### src/rtl/pong_game_ctrl.sv
// rtl/pong_game_ctrl.sv - pong game control: state machine, pause timer, BCD score, ball count
module pong_game_ctrl #(
  parameter int LIVES     = 3,
  parameter int TIMER_LEN = 120,
  parameter int REFRESH_Y = 481
) (
  input  logic       clk,
  input  logic       rst,
  input  logic [1:0] btn,
  input  logic [9:0] pixel_x,
  input  logic [9:0] pixel_y,
  input  logic       hit,
  input  logic       miss,
  output logic       gra_still,
  output logic [1:0] state,
  output logic [1:0] balls,
  output logic [3:0] dig1,
  output logic [3:0] dig0,
  output logic       timer_up
);

  localparam logic [1:0] S_NEWGAME = 2'b00;
  localparam logic [1:0] S_PLAY    = 2'b01;
  localparam logic [1:0] S_NEWBALL = 2'b10;
  localparam logic [1:0] S_OVER    = 2'b11;

  localparam logic [1:0] LIVES_INIT = 2'(LIVES);
  localparam logic [1:0] LIVES_PLAY = 2'(LIVES - 1);
  localparam logic [6:0] TIMER_INIT = 7'(TIMER_LEN);

  logic       ref_cond;
  logic       ref_cond_q;
  logic       ref_tick;
  logic [6:0] timer_q;
  logic       timer_start;
  logic       pressed;

  logic [1:0] state_q, state_next;
  logic [1:0] balls_q, balls_next;
  logic [3:0] dig1_q, dig1_next;
  logic [3:0] dig0_q, dig0_next;
  logic [3:0] dig1_inc, dig0_inc;

  assign ref_cond = (pixel_x == 10'd0) && (pixel_y == 10'(REFRESH_Y));
  assign ref_tick = ref_cond & ~ref_cond_q;
  assign pressed  = (btn != 2'b00);

  // Remember last cycle's refresh coordinate match so a held coordinate ticks only once
  always_ff @(posedge clk) begin
    if (rst) ref_cond_q <= 1'b0;
    else     ref_cond_q <= ref_cond;
  end

  // Pause timer: load wins over a same-cycle decrement, saturates at zero
  always_ff @(posedge clk) begin
    if (rst)                            timer_q <= 7'd0;
    else if (timer_start)               timer_q <= TIMER_INIT;
    else if (ref_tick && timer_q != '0) timer_q <= timer_q - 7'd1;
  end

  // State and game data registers
  always_ff @(posedge clk) begin
    if (rst) begin
      state_q <= S_NEWGAME;
      balls_q <= LIVES_INIT;
      dig1_q  <= 4'd0;
      dig0_q  <= 4'd0;
    end else begin
      state_q <= state_next;
      balls_q <= balls_next;
      dig1_q  <= dig1_next;
      dig0_q  <= dig0_next;
    end
  end

  // BCD score plus one, 99 wraps to 00
  always_comb begin
    dig0_inc = dig0_q + 4'd1;
    dig1_inc = dig1_q;
    if (dig0_q == 4'd9) begin
      dig0_inc = 4'd0;
      dig1_inc = (dig1_q == 4'd9) ? 4'd0 : dig1_q + 4'd1;
    end
  end

  // Next-state and data update; miss outranks hit, hit/miss ignored outside PLAY
  always_comb begin
    state_next  = state_q;
    balls_next  = balls_q;
    dig1_next   = dig1_q;
    dig0_next   = dig0_q;
    timer_start = 1'b0;
    case (state_q)
      S_NEWGAME: begin
        balls_next = LIVES_INIT;
        dig1_next  = 4'd0;
        dig0_next  = 4'd0;
        if (pressed) begin
          state_next = S_PLAY;
          balls_next = LIVES_PLAY;
        end
      end
      S_PLAY: begin
        if (miss) begin
          timer_start = 1'b1;
          if (balls_q == 2'd0) begin
            state_next = S_OVER;
          end else begin
            state_next = S_NEWBALL;
            balls_next = balls_q - 2'd1;
          end
        end else if (hit) begin
          dig1_next = dig1_inc;
          dig0_next = dig0_inc;
        end
      end
      S_NEWBALL: begin
        if (timer_q == '0 && pressed) state_next = S_PLAY;
      end
      S_OVER: begin
        // Enter NEWGAME already showing a fresh game so outputs never expose stale values
        if (timer_q == '0) begin
          state_next = S_NEWGAME;
          balls_next = LIVES_INIT;
          dig1_next  = 4'd0;
          dig0_next  = 4'd0;
        end
      end
      default: state_next = S_NEWGAME;
    endcase
  end

  // Outputs decoded from registers only
  always_comb begin
    state     = state_q;
    balls     = balls_q;
    dig1      = dig1_q;
    dig0      = dig0_q;
    gra_still = (state_q != S_PLAY);
    timer_up  = (timer_q == '0);
  end

endmodule

### config.mk
export PLATFORM = sky130hd
export DESIGN_NAME = pong_game_ctrl
export DESIGN_NICKNAME = d
export VERILOG_FILES = /design/src/rtl/pong_game_ctrl.sv
export SDC_FILE = /design/constraint.sdc
export NUM_CORES = 1
export LEC_CHECK = 0
export ABC_AREA = 1
export CAP_MARGIN = 30
export CORE_AREA = 3 3 65 67
export CTS_CLUSTER_DIAMETER = 100
export DETAILED_ROUTE_END_ITERATION = 7
export DIE_AREA = 0 0 68 70
export GPL_ROUTABILITY_DRIVEN = 0
export SLEW_MARGIN = 15
export SYNTH_ARGS = -nofsm -noshare
export SYNTH_HDL_FRONTEND = slang
export SYNTH_SLANG_ARGS = --single-unit
### constraint.sdc
create_clock -name clk -period 1.57 [get_ports clk]
set_input_delay 0.314 -clock clk [delete_from_list [all_inputs] [get_ports clk]]
set_output_delay 0.314 -clock clk [all_outputs]
set_load 0.01 [all_outputs]
### Yosys cells after proc, flatten, opt, wreduce, memory -nomap -nowiden

Index checks and enable logic that the tools add are counted.
Widths: inputs -> output; s select.

| word-level totals | value |
|---|---|
| bits in registers | 20 |
| input port bits | 26 |

| operators by class | value |
|---|---|
| add/sub/neg operators | 4 |
| equality and inequality tests | 15 |
| muxes and demuxes | 25 |
| bitwise logic cells | 2 |
| reduce and logical (&&, ||, !) cells | 16 |

Operators by type and width:

| cell | number |
|---|---|
| $mux 4 | 8 |
| $pmux 4 s3 | 2 |
| $ne 2x2->1 const B | 8 |
| $mux 2 | 7 |
| $mux 7 | 2 |
| $reduce_and 4->1 | 3 |
| $eq 10x9->1 const B | 1 |
| $logic_not 10->1 | 1 |
| $add 4x1->4 const B | 2 |
| $eq 4x4->1 const B | 2 |
| $pmux 2 s4 | 1 |
| $logic_not 7->1 | 1 |
| $reduce_bool 7->1 | 1 |
| $sub 7x1->7 const B | 1 |
| $pmux 2 s3 | 1 |
| $reduce_and 5->1 | 1 |
| $eq 2x2->1 const B | 2 |
| $logic_not 2->1 | 2 |
| $mux 1 | 4 |
| $reduce_bool 2->1 | 2 |
| $logic_and 1x1->1 | 3 |
| $reduce_bool 3->1 | 1 |
| $eq 2x1->1 const B | 1 |
| $ne 2x1->1 const B | 1 |
| other kinds (4) | 4 |

### Logic depth before layout (Yosys ltp)

Gate-level depths: netlist of run 1.

| logic depth | value |
|---|---|
| word-level depth | 6 |
| gate-level depth with buffers | 11 |
| depth with buffers taken out | 10 |

### Worst setup path after synthesis of run 1

No wires, ideal clock.

| path | value |
|---|---|
| path kind | register to register |
| start point | register timer_q[0] |
| end point | register balls_q[0] (netlist: balls[0]) |
| library setup time | 0.117 ns |
| arrival | 1.260 ns |
| data required time | 1.453 ns |
| setup slack | 0.193 ns |
| stages on the path, launching flop included | 10 |
| path buffers | 0 |
| clock period less this slack | 1.377 ns |
| cell sequence | dfxtp_1 inv_1 ha_1 nand2_1 nor2_8 nor2_2 a21oi_2 nand2_1 a21oi_1 nand2_1 |

| between the ends | value |
|---|---|
| longest elaborated chain between the ends | 3 |

RTL lines:

| item | line | text |
|---|---|---|
| from (decl) | 34 | `logic [6:0] timer_q;` |
| from (signal assigned) | 58 | `else if (ref_tick && timer_q != '0) timer_q <= timer_q - 7'd1;` |
| $logic_not 7->1 | n/a |  |
| net timer_up | 19 | `output logic timer_up` |
| $ne 2x2->1 (no source line) | n/a |  |
| $reduce_and 4->1 (no source line) | n/a |  |
| to (signal assigned) | 70 | `balls_q <= balls_next;` |
| to (decl) | 39 | `logic [1:0] balls_q, balls_next;` |

The timed path passes the listed nets, and every way through them passes these cells.
A chain may end at the register's enable or synchronous reset.

### Worst setup path in the final report of run 1

| path | value |
|---|---|
| start point | register dig0_q[1] (netlist: dig0[1]) |
| end point | output port dig0[1] |

RTL lines:

| item | line | text |
|---|---|---|
| from (decl) | 41 | `logic [3:0] dig0_q, dig0_next;` |
| from (signal assigned) | 72 | `dig0_q <= dig0_next;` |
| to (decl) | 18 | `output logic [3:0] dig0,` |

No word-level cell between the ends.

==> results.cfg, run 1 <==
[logic_synthesis]
number_of_synthesized_register_bits = 20
yosysWarningCount = 0
postSynthAreaPerCell_um2 = 6.591
synthTopCellsByArea = sky130_fd_sc_hd__dfxtp_1 (31%), sky130_fd_sc_hd__nand2_1 (10%), sky130_fd_sc_hd__inv_1 (9.7%)
synthCells = 194
syn_nets = 227
post_synth_num_cell_types = 26
netlist.area_leader.share_pct = 31.31
mappedNetlistArea_um2 = 1279
seq_area_frac_synth_pct = 31.31
synthDominantAreaCellType = sky130_fd_sc_hd__dfxtp_1

[timing]
crit_path_time_final_ps = 1534
max-slew-margin-rel_pct = 71.48
hold_slack_final_ps = 497.5
maxSlewViolCount = 0
finalSetupViolations = 0
post-route-period-util_pct = 97.73
report.final.hold_viol_count = 0
grt_setup_unrepaired = true
clock-skew-final_ps = 5.358
fmax_mhz = 651.7
setup_tns_ps = 0
worst_slew_pin_slew_ps = 423.4

[hold_path]
min-delay-path-class = reg2reg
hold_end = balls[1]
whs_path_depth = 2
hold_path.startpoint = balls[1]

[grt]
gr-total-overflow = 0
first_global_vias = 1188
grt_antenna_before_repair = 0
grt_first_pass_wirelength_um = 4974
pin_count_of_the_biggest_net_entering_global_routing = 12
track_usage_pct = 13.05

[worst_setup_path]
cp_data_arrival_time_ps = 1220
cp_slowest_cell = sky130_fd_sc_hd__clkdlybuf4s50_1
critPathLaunch = dig0[1]
timing.critical_path.fanout_max = 5
worstReg2RegStart = timer_q[1]
reg_to_reg_end = dig1[0]
r2r_cells = 10
critical_path.max_stage_delay_ps = 560
critPathLaunchType = flop
type_of_destination_of_the_critical_path = output pin
critical_path.cell_chain = clkdlybuf4s50_1
worst_path_top_cell_family_by_delay = buffers and inverters
timing.critical_path.required_ps = 1260
reg2reg_slack_ps = 110
criticalPathCategory = reg2out
cp.buffers_inverters = 1

[flow_run]
timing.max_cap.violations = 0

[clocking]
ctsLongestPathBuffers = 2
cts-htree-levels = 1
clkSinkCount = 20
clk_pin_slew_worst_paths_ps = 80
tritoncts_clock_tree = built
clockRootBuffer = sky130_fd_sc_hd__clkbuf_8
clock_insertion_delay_worst_skew_ps = 250
cts_made_buffers = 3

[drt]
number_of_vias_per_cell_after_detailed_routing = 4.383
drcViolationCount = 0
iteration_count_of_the_initial_detailed_routing_pass = 4
detail_route.wirelength_um = 2890
post_drt_wl_per_cell_um = 9.797
detailedRoute.firstIterationViolations = 68
drt.antenna.violating_nets = 0
vias = 1293

[floorplanning]
design.portCount = 40
dieWidth_um = 68
die_h_um = 70
row_count = 22
design.die.area_um2 = 4760
core_region_area_um2 = 3689
floorplan.initialDensity_pct = 34.67

[placement]
place_hpwl_um = 2263
placedInstanceArea_um2 = 1802
placement.io_buffers = 39

[power_and_ir_drop]
power_density_nw_per_um2 = 855.9
total_leakage_power_uw = 0.0008951
vdd_drop_max_mv = 0.4597

[final_layout]
nets = 282
antenna_diode_count = 0
drive_above_1_share_pct = 19.84
area_delta_synth_final_pct = 49.32
fin_area_um2 = 1909

[status]
result_of_the_run = completed
==> cells by family after synthesis <==
kind of cell / count (synthesis) / share of synthesized area [%]
AO/OA/AOI/OAI: 28 / 13.01
XOR/XNOR: 3 / 2.055
adder cells (fa/ha/maj): 7 / 6.849
buffers and inverters: 43 / 13.40
flip-flops: 20 / 31.31
AND/OR/NAND/NOR: 93 / 33.37
==> cell usage in the layout (no fill, tap or decap), drive strengths merged <==
master | Yosys | final
nand4 | 7 | 7
dlygate4sd2 | 0 | 2
buf | 3 | 15
o211a | 1 | 1
nand2 | 36 | 36
inv | 38 | 38
dfxtp | 20 | 20
xor2 | 3 | 3
clkbuf | 1 | 4
o21ai | 15 | 15
ha | 7 | 7
dlymetal6s2s | 0 | 1
clkdlybuf4s50 | 0 | 35
nor2 | 33 | 33
nand3b | 1 | 1
a211oi | 1 | 1
nor3 | 4 | 4
nand3 | 12 | 12
clkinv | 1 | 1
a21oi | 11 | 11
==> worst max-delay path by stage <==
stage                     cells past startpoint          to  slack [ps]
after global routing                         10    balls[0]         -10
after CTS                                     1     dig0[0]         0.5
after detailed placement                      9  timer_q[0]        -160
after global placement                        9  timer_q[0]        -120
final                                         1     dig0[1]          40
after floorplan                               9    balls[0]         190
==> stage by stage <==
step | std cells | worst slack (ps) | utilization [%] | power, µW
2_1_floorplan | 194 | 192.8 | - | 1010
3_3_place_gp | 290 | -120.9 | 48.85 | 1282
3_5_place_dp | 290 | -155.2 | 48.85 | 1284
4_1_cts | 293 | 0.5131 | 50.03 | 1621
5_1_grt | 295 | -14.31 | 51.76 | 1755
6_report | 295 | 35.64 | 51.76 | 1634
==> power breakdown <==
group	internal [µW]	switching, µW	total [µW]
sequential	569	65.5	635
combinational	324	340	664
clock	171	165	335
total	1060	571	1630
==> flip-flops by register name, summed over array words and instances, names as in the netlist <==
| signal | cells |
|---|---|
| timer_q | 7 |
| dig0 | 4 |
| dig1 | 4 |
| balls | 2 |
| state | 2 |
| ref_cond_q | 1 |
==> synthesized netlist by cell type <==
library cell and number:
sky130_fd_sc_hd__nand2_1 34, sky130_fd_sc_hd__inv_1 33, sky130_fd_sc_hd__nor2_1 28, sky130_fd_sc_hd__dfxtp_1 20
sky130_fd_sc_hd__nand3_1 12, sky130_fd_sc_hd__a21oi_1 9, sky130_fd_sc_hd__ha_1 7, sky130_fd_sc_hd__nand4_1 7
sky130_fd_sc_hd__o21ai_0 7, sky130_fd_sc_hd__o21ai_1 7, sky130_fd_sc_hd__inv_2 5, sky130_fd_sc_hd__nor3_1 4
sky130_fd_sc_hd__nor2_2 3, sky130_fd_sc_hd__xor2_1 3, sky130_fd_sc_hd__a21oi_2 2, sky130_fd_sc_hd__buf_2 2
sky130_fd_sc_hd__nand2_2 2, sky130_fd_sc_hd__a211oi_1 1, sky130_fd_sc_hd__buf_6 1, sky130_fd_sc_hd__clkbuf_1 1
sky130_fd_sc_hd__clkinv_1 1, sky130_fd_sc_hd__nand3b_1 1, sky130_fd_sc_hd__nor2_4 1, sky130_fd_sc_hd__nor2_8 1
sky130_fd_sc_hd__o211a_1 1, sky130_fd_sc_hd__o21ai_4 1
==> repair_timing <==
item                                    CTS  global route
gates cloned                              0             1
hold buffers                              0             0
endpoints found under the setup margin    5            16
pin swaps                                 0             3
buffers inserted                          0             1
gates resized for setup                   7            23
==> routing by layer <==
metal | up-vias | share of wire [%] | track usage (%)
met5 | - | 0 | 0
met4 | 0 | 0.59 | 3.974
met3 | 2 | 3.9 | 2.733
met2 | 22 | 45 | 20.77
met1 | 552 | 50 | 17.30
li1 | 717 | - | -
==> layout make-up <==
class                   instances  area, µm²
clock buffers                   3      41.29
fillers                       406       1779
inverters                      39      148.9
multi-input cells             131      748.2
flip-flops and latches         20      407.9
well taps                      48      60.06
repair buffers                 54      503.0
(Power assumes the default switching activity.)
==> run 2, diff against run 1 <==
PLACE_DENSITY_LB_ADDON = 0.15   (was unset)
RECOVER_POWER = 100   (was unset)
==> run 2 against run 1 <==
Sequential power grew 0.8%. Worst hold slack worse by 2.9 ps. Non-clock buffer count up 4. Combinational power barely moved. Sequential cell count did not move. Power up 12%. Largest cell class unchanged. Critical path depth unchanged. Critical endpoint is now state[0]. Cell area grew 4.1%.
==> results.cfg, run 2 (synthesis gave the netlist of run 1 again) <==
[timing]
finalSetupViolations = 0
fmax_mhz = 662.1
clock-skew-final_ps = 4.551
setup_tns_ps = 0
maxSlewViolCount = 0
worst_slew_pin_slew_ps = 435.0
report.final.hold_viol_count = 0
post-route-period-util_pct = 96.20
crit_path_time_final_ps = 1510
max-slew-margin-rel_pct = 70.69

[final_layout]
mostFrequentLayoutCell = sky130_fd_sc_hd__clkdlybuf4s50_1
registers.top_by_ff_count = timer_q
drive_above_1_share_pct = 23.41
nets = 286
fillers = 382
area_delta_synth_final_pct = 55.48
antenna_diode_count = 0
final-instance-count-excl-fill = 300
largest_register_ff_count = 7
most_used_cells_in_the_layout_excluding_fill_and_tap_cells = sky130_fd_sc_hd__clkdlybuf4s50_1 (35), sky130_fd_sc_hd__inv_1 (32), sky130_fd_sc_hd__nand2_1 (32), sky130_fd_sc_hd__nor2_1 (27), sky130_fd_sc_hd__buf_4 (15)

[floorplanning]
floorplan.initialDensity_pct = 34.67
design.portCount = 40
row_count = 22
dieWidth_um = 68
die_h_um = 70
core_region_area_um2 = 3689
design.die.area_um2 = 4760

[drt]
drcViolationCount = 0
detail_route.wirelength_um = 3026
iteration_count_of_the_initial_detailed_routing_pass = 4
vias = 1361
number_of_vias_per_cell_after_detailed_routing = 4.537
post_drt_wl_per_cell_um = 10.09
detailedRoute.firstIterationViolations = 57
drt.antenna.violating_nets = 0

[grt]
grt_antenna_before_repair = 0
first_global_vias = 1277
track_usage_pct = 13.34
gr-total-overflow = 0
global_route.usage.met3_pct = 2.733
globalRoute.busiestLayer = met2
pin_count_of_the_biggest_net_entering_global_routing = 13
groute.layer.met1.usage_pct = 18.57
grt.met2_usage_pct = 20.77
grt_first_pass_wirelength_um = 5223

[placement]
placement.io_buffers = 39
post-place-cells = 293
place_hpwl_um = 2254

[status]
result_of_the_run = completed

[clocking]
clk_pin_slew_worst_paths_ps = 80
clock_insertion_delay_worst_skew_ps = 260
clockRootBuffer = sky130_fd_sc_hd__clkbuf_8
cts_made_buffers = 3
tritoncts_clock_tree = built
ctsLongestPathBuffers = 2
cts-htree-levels = 1
clkSinkCount = 20
post_cts_hold_buffer_count = 0

[flow_run]
timing.max_cap.violations = 0

[worst_setup_path]
type_of_destination_of_the_critical_path = output pin
timing.critical_path.fanout_max = 6
cp_slowest_cell = sky130_fd_sc_hd__clkdlybuf4s50_1
reg_to_reg_end = dig1[2]
timing.critical_path.required_ps = 1260
critical_path.max_stage_delay_ps = 550
cp_data_arrival_time_ps = 1200
r2r_cells = 9
worstReg2RegStart = timer_q[4]
cp.buffers_inverters = 1
critPathLaunchType = flop
reg2reg_slack_ps = 130
criticalPathCategory = reg2out
worst_path_top_cell_family_by_delay = buffers and inverters
critical_path.cell_chain = clkdlybuf4s50_1

[power_and_ir_drop]
power_density_nw_per_um2 = 917.7
total_leakage_power_uw = 0.0009250
vdd_drop_max_mv = 0.5537

[hold_path]
whs_path_depth = 2
min-delay-path-class = reg2reg
hold_path.startpoint = state[1]
hold_end = state[1]
run 2: what timing repair did:
| action | 4_1_cts | 5_1_grt |
|---|---|---|
| gates cloned | 0 | 1 |
| endpoints found under the setup margin | 10 | 18 |
| resized for setup | 9 | 27 |
| pin swaps | 1 | 7 |
| setup buffers | 0 | 3 |
| hold endpoints to repair | 0 | 0 |
run 2: stage by stage:
step	utilization, %	setup slack, ps	instance area (µm²)	hold WS (ps)	total power (µW)
detailed placement	49.46	-154.0	1824	492.5	1288
finish	53.90	59.70	1988	494.7	1825
global route	53.90	-23.44	1988	518.9	1963
CTS	51.59	3.460	1903	497.1	1806
global placement	49.46	-115.6	1824	497.1	1289
floorplan	-	192.8	1279	470.8	1010
run 2: worst max path at each step:
stage | start | to | slack, ps | cells past startpoint
3_3_place_gp | pixel_y[0] | timer_q[0] | -120 | 9
4_1_cts | timer_q[1] | timer_up | 3 | 5
3_5_place_dp | pixel_y[0] | timer_q[1] | -150 | 8
6_report | state[0] | state[0] | 60 | 1
5_1_grt | pixel_y[2] | timer_q[6] | -20 | 12
2_1_floorplan | timer_q[0] | balls[0] | 190 | 9
run 2: per-layer routing:
metal / routed length (µm) / share of wire [%]
met1: 1467 / 48
met2: 1362 / 45
met3: 177 / 5.8
met4: 19 / 0.63
met5: 0 / 0
run 2: report_power, final:
part	switching (µW)	internal [µW]	total, µW
Sequential	66.0	574	640
Clock	180	340	520
Combinational	334	330	665
Total	581	1240	1820
run 2: final cells by class:
class | count | area (µm²) | area share, %
Clock buffer | 3 | 41.29 | 2.077
Clock inverter | 1 | 30.03 | 1.510
Inverter | 39 | 146.4 | 7.363
Multi-Input combinational cell | 131 | 755.7 | 38.01
Sequential cell | 20 | 414.1 | 20.83
Tap cell | 48 | 60.06 | 3.021
Timing Repair Buffer | 58 | 540.5 | 27.19
==> run 3, diff against run 2 <==
MAX_ROUTING_LAYER = met4   (was unset)
==> run 3 against run 2 <==
Global-route usage rose by 0.35 points. Power about the same. Cell area is the same. Combinational power about the same. Register-to-register slack hardly changed. Worst setup slack stayed put. Routed wire length did not move. First-iteration DRC count down 1.8%. Critical path type unchanged. Largest cell class unchanged.
==> results.cfg, run 3 (synthesis gave the netlist of run 1 again) <==
[timing]
worst_slew_pin_slew_ps = 435.0
hold_slack_final_ps = 494.7
max-slew-margin-rel_pct = 70.69
finalSetupViolations = 0
fmax_mhz = 662.1
maxSlewViolCount = 0
setup_tns_ps = 0
clock-skew-final_ps = 4.551
post-route-period-util_pct = 96.20
crit_path_time_final_ps = 1510
report.final.hold_viol_count = 0

[clocking]
clock_insertion_delay_worst_skew_ps = 260
ctsLongestPathBuffers = 2
cts_made_buffers = 3
clockRootBuffer = sky130_fd_sc_hd__clkbuf_8
post_cts_hold_buffer_count = 0
tritoncts_clock_tree = built
cts-htree-levels = 1
clkSinkCount = 20
clk_pin_slew_worst_paths_ps = 80

[floorplanning]
die_h_um = 70
core_region_area_um2 = 3689
row_count = 22
design.portCount = 40
dieWidth_um = 68
floorplan.initialDensity_pct = 34.67
design.die.area_um2 = 4760

[final_layout]
mostFrequentLayoutCell = sky130_fd_sc_hd__clkdlybuf4s50_1
final-instance-count-excl-fill = 300
registers.top_by_ff_count = timer_q
nets = 286
fin_area_um2 = 1988
antenna_diode_count = 0
area_delta_synth_final_pct = 55.48
largest_register_ff_count = 7
drive_above_1_share_pct = 23.41
most_used_cells_in_the_layout_excluding_fill_and_tap_cells = sky130_fd_sc_hd__clkdlybuf4s50_1 (35), sky130_fd_sc_hd__inv_1 (32), sky130_fd_sc_hd__nand2_1 (32), sky130_fd_sc_hd__nor2_1 (27), sky130_fd_sc_hd__buf_4 (15)

[hold_path]
whs_path_depth = 2
min-delay-path-class = reg2reg

[drt]
post_drt_wl_per_cell_um = 10.09
drt.antenna.violating_nets = 0
drcViolationCount = 0
detail_route.wirelength_um = 3026
number_of_vias_per_cell_after_detailed_routing = 4.537
vias = 1361
iteration_count_of_the_initial_detailed_routing_pass = 4
detailedRoute.firstIterationViolations = 56

[worst_setup_path]
critical_path.cell_chain = clkdlybuf4s50_1
critical_path.max_stage_delay_ps = 550
timing.critical_path.fanout_max = 6
cp_data_arrival_time_ps = 1200
cp.buffers_inverters = 1
critPathLaunchType = flop
timing.critical_path.required_ps = 1260
r2r_cells = 9
worstSetupPathDepth = 1
worst_path_top_cell_family_by_delay = buffers and inverters
cp_slowest_cell = sky130_fd_sc_hd__clkdlybuf4s50_1
criticalPathCategory = reg2out
type_of_destination_of_the_critical_path = output pin

[status]
result_of_the_run = completed

[flow_run]
timing.max_cap.violations = 0

[power_and_ir_drop]
power_density_nw_per_um2 = 917.7
total_leakage_power_uw = 0.0009250
fin_total_pwr_uw = 1825
vdd_drop_max_mv = 0.5537

[grt]
grt_antenna_before_repair = 0
gr-total-overflow = 0
grt_first_pass_wirelength_um = 5223
track_usage_pct = 13.69
pin_count_of_the_biggest_net_entering_global_routing = 13
first_global_vias = 1277

[placement]
placedInstanceArea_um2 = 1824
post-place-cells = 293
placement.io_buffers = 39
place_hpwl_um = 2254
-- run 3: cell counts in the layout (fill, tap and decap cells not counted) --
No cell type changed its count.
-- run 3: cell type report --
cell class,instances,area [µm²]
repair buffers,58,540.5
fillers,382,1700
clock buffers,3,41.29
clock inverters,1,30.03
well taps,48,60.06
multi-input cells,131,755.7
inverters,39,146.4
flip-flops and latches,20,414.1
-- run 3: through the flow --
| step | util, % | setup WS [ps] |
|---|---|---|
| CTS | 51.59 | 3.460 |
| global route | 53.90 | -23.44 |
| finish | 53.90 | 59.70 |
| detailed placement | 49.46 | -154.0 |
| floorplan | - | 192.8 |
| global placement | 49.46 | -115.6 |
-- run 3: repair_timing --
action,4_1_cts,5_1_grt
endpoints found under the setup margin,10,18
setup buffers,0,3
cloned,0,1
gates resized for setup,9,27
pin swaps,1,7
-- run 3: worst paths after layout --
path              start       end  slack [ps]
max            state[0]  state[0]          60
min            state[1]  state[1]         490
max reg2reg  timer_q[4]   dig1[2]         130
min reg2reg    state[1]  state[1]         490
-- run 3: power breakdown --
part	internal [µW]	switching [µW]
combinational	330	334
sequential	574	66.0
clock	340	180
-- run 3: routing by layer --
metal	up-vias	GRT usage, %	share of wire [%]	routed length [µm]
li1	725	-	-	-
met1	598	18.67	49	1471
met2	36	20.77	45	1362
met3	2	2.572	5.8	174
met4	0	3.091	0.63	19
met5	-	-	0	0
-- run 3: tightest hold or removal path: cells and delay by family (launching register included) --
kind	cells	cell delay, ps
simple gates	1	60
flops	1	340
compound gates	1	50
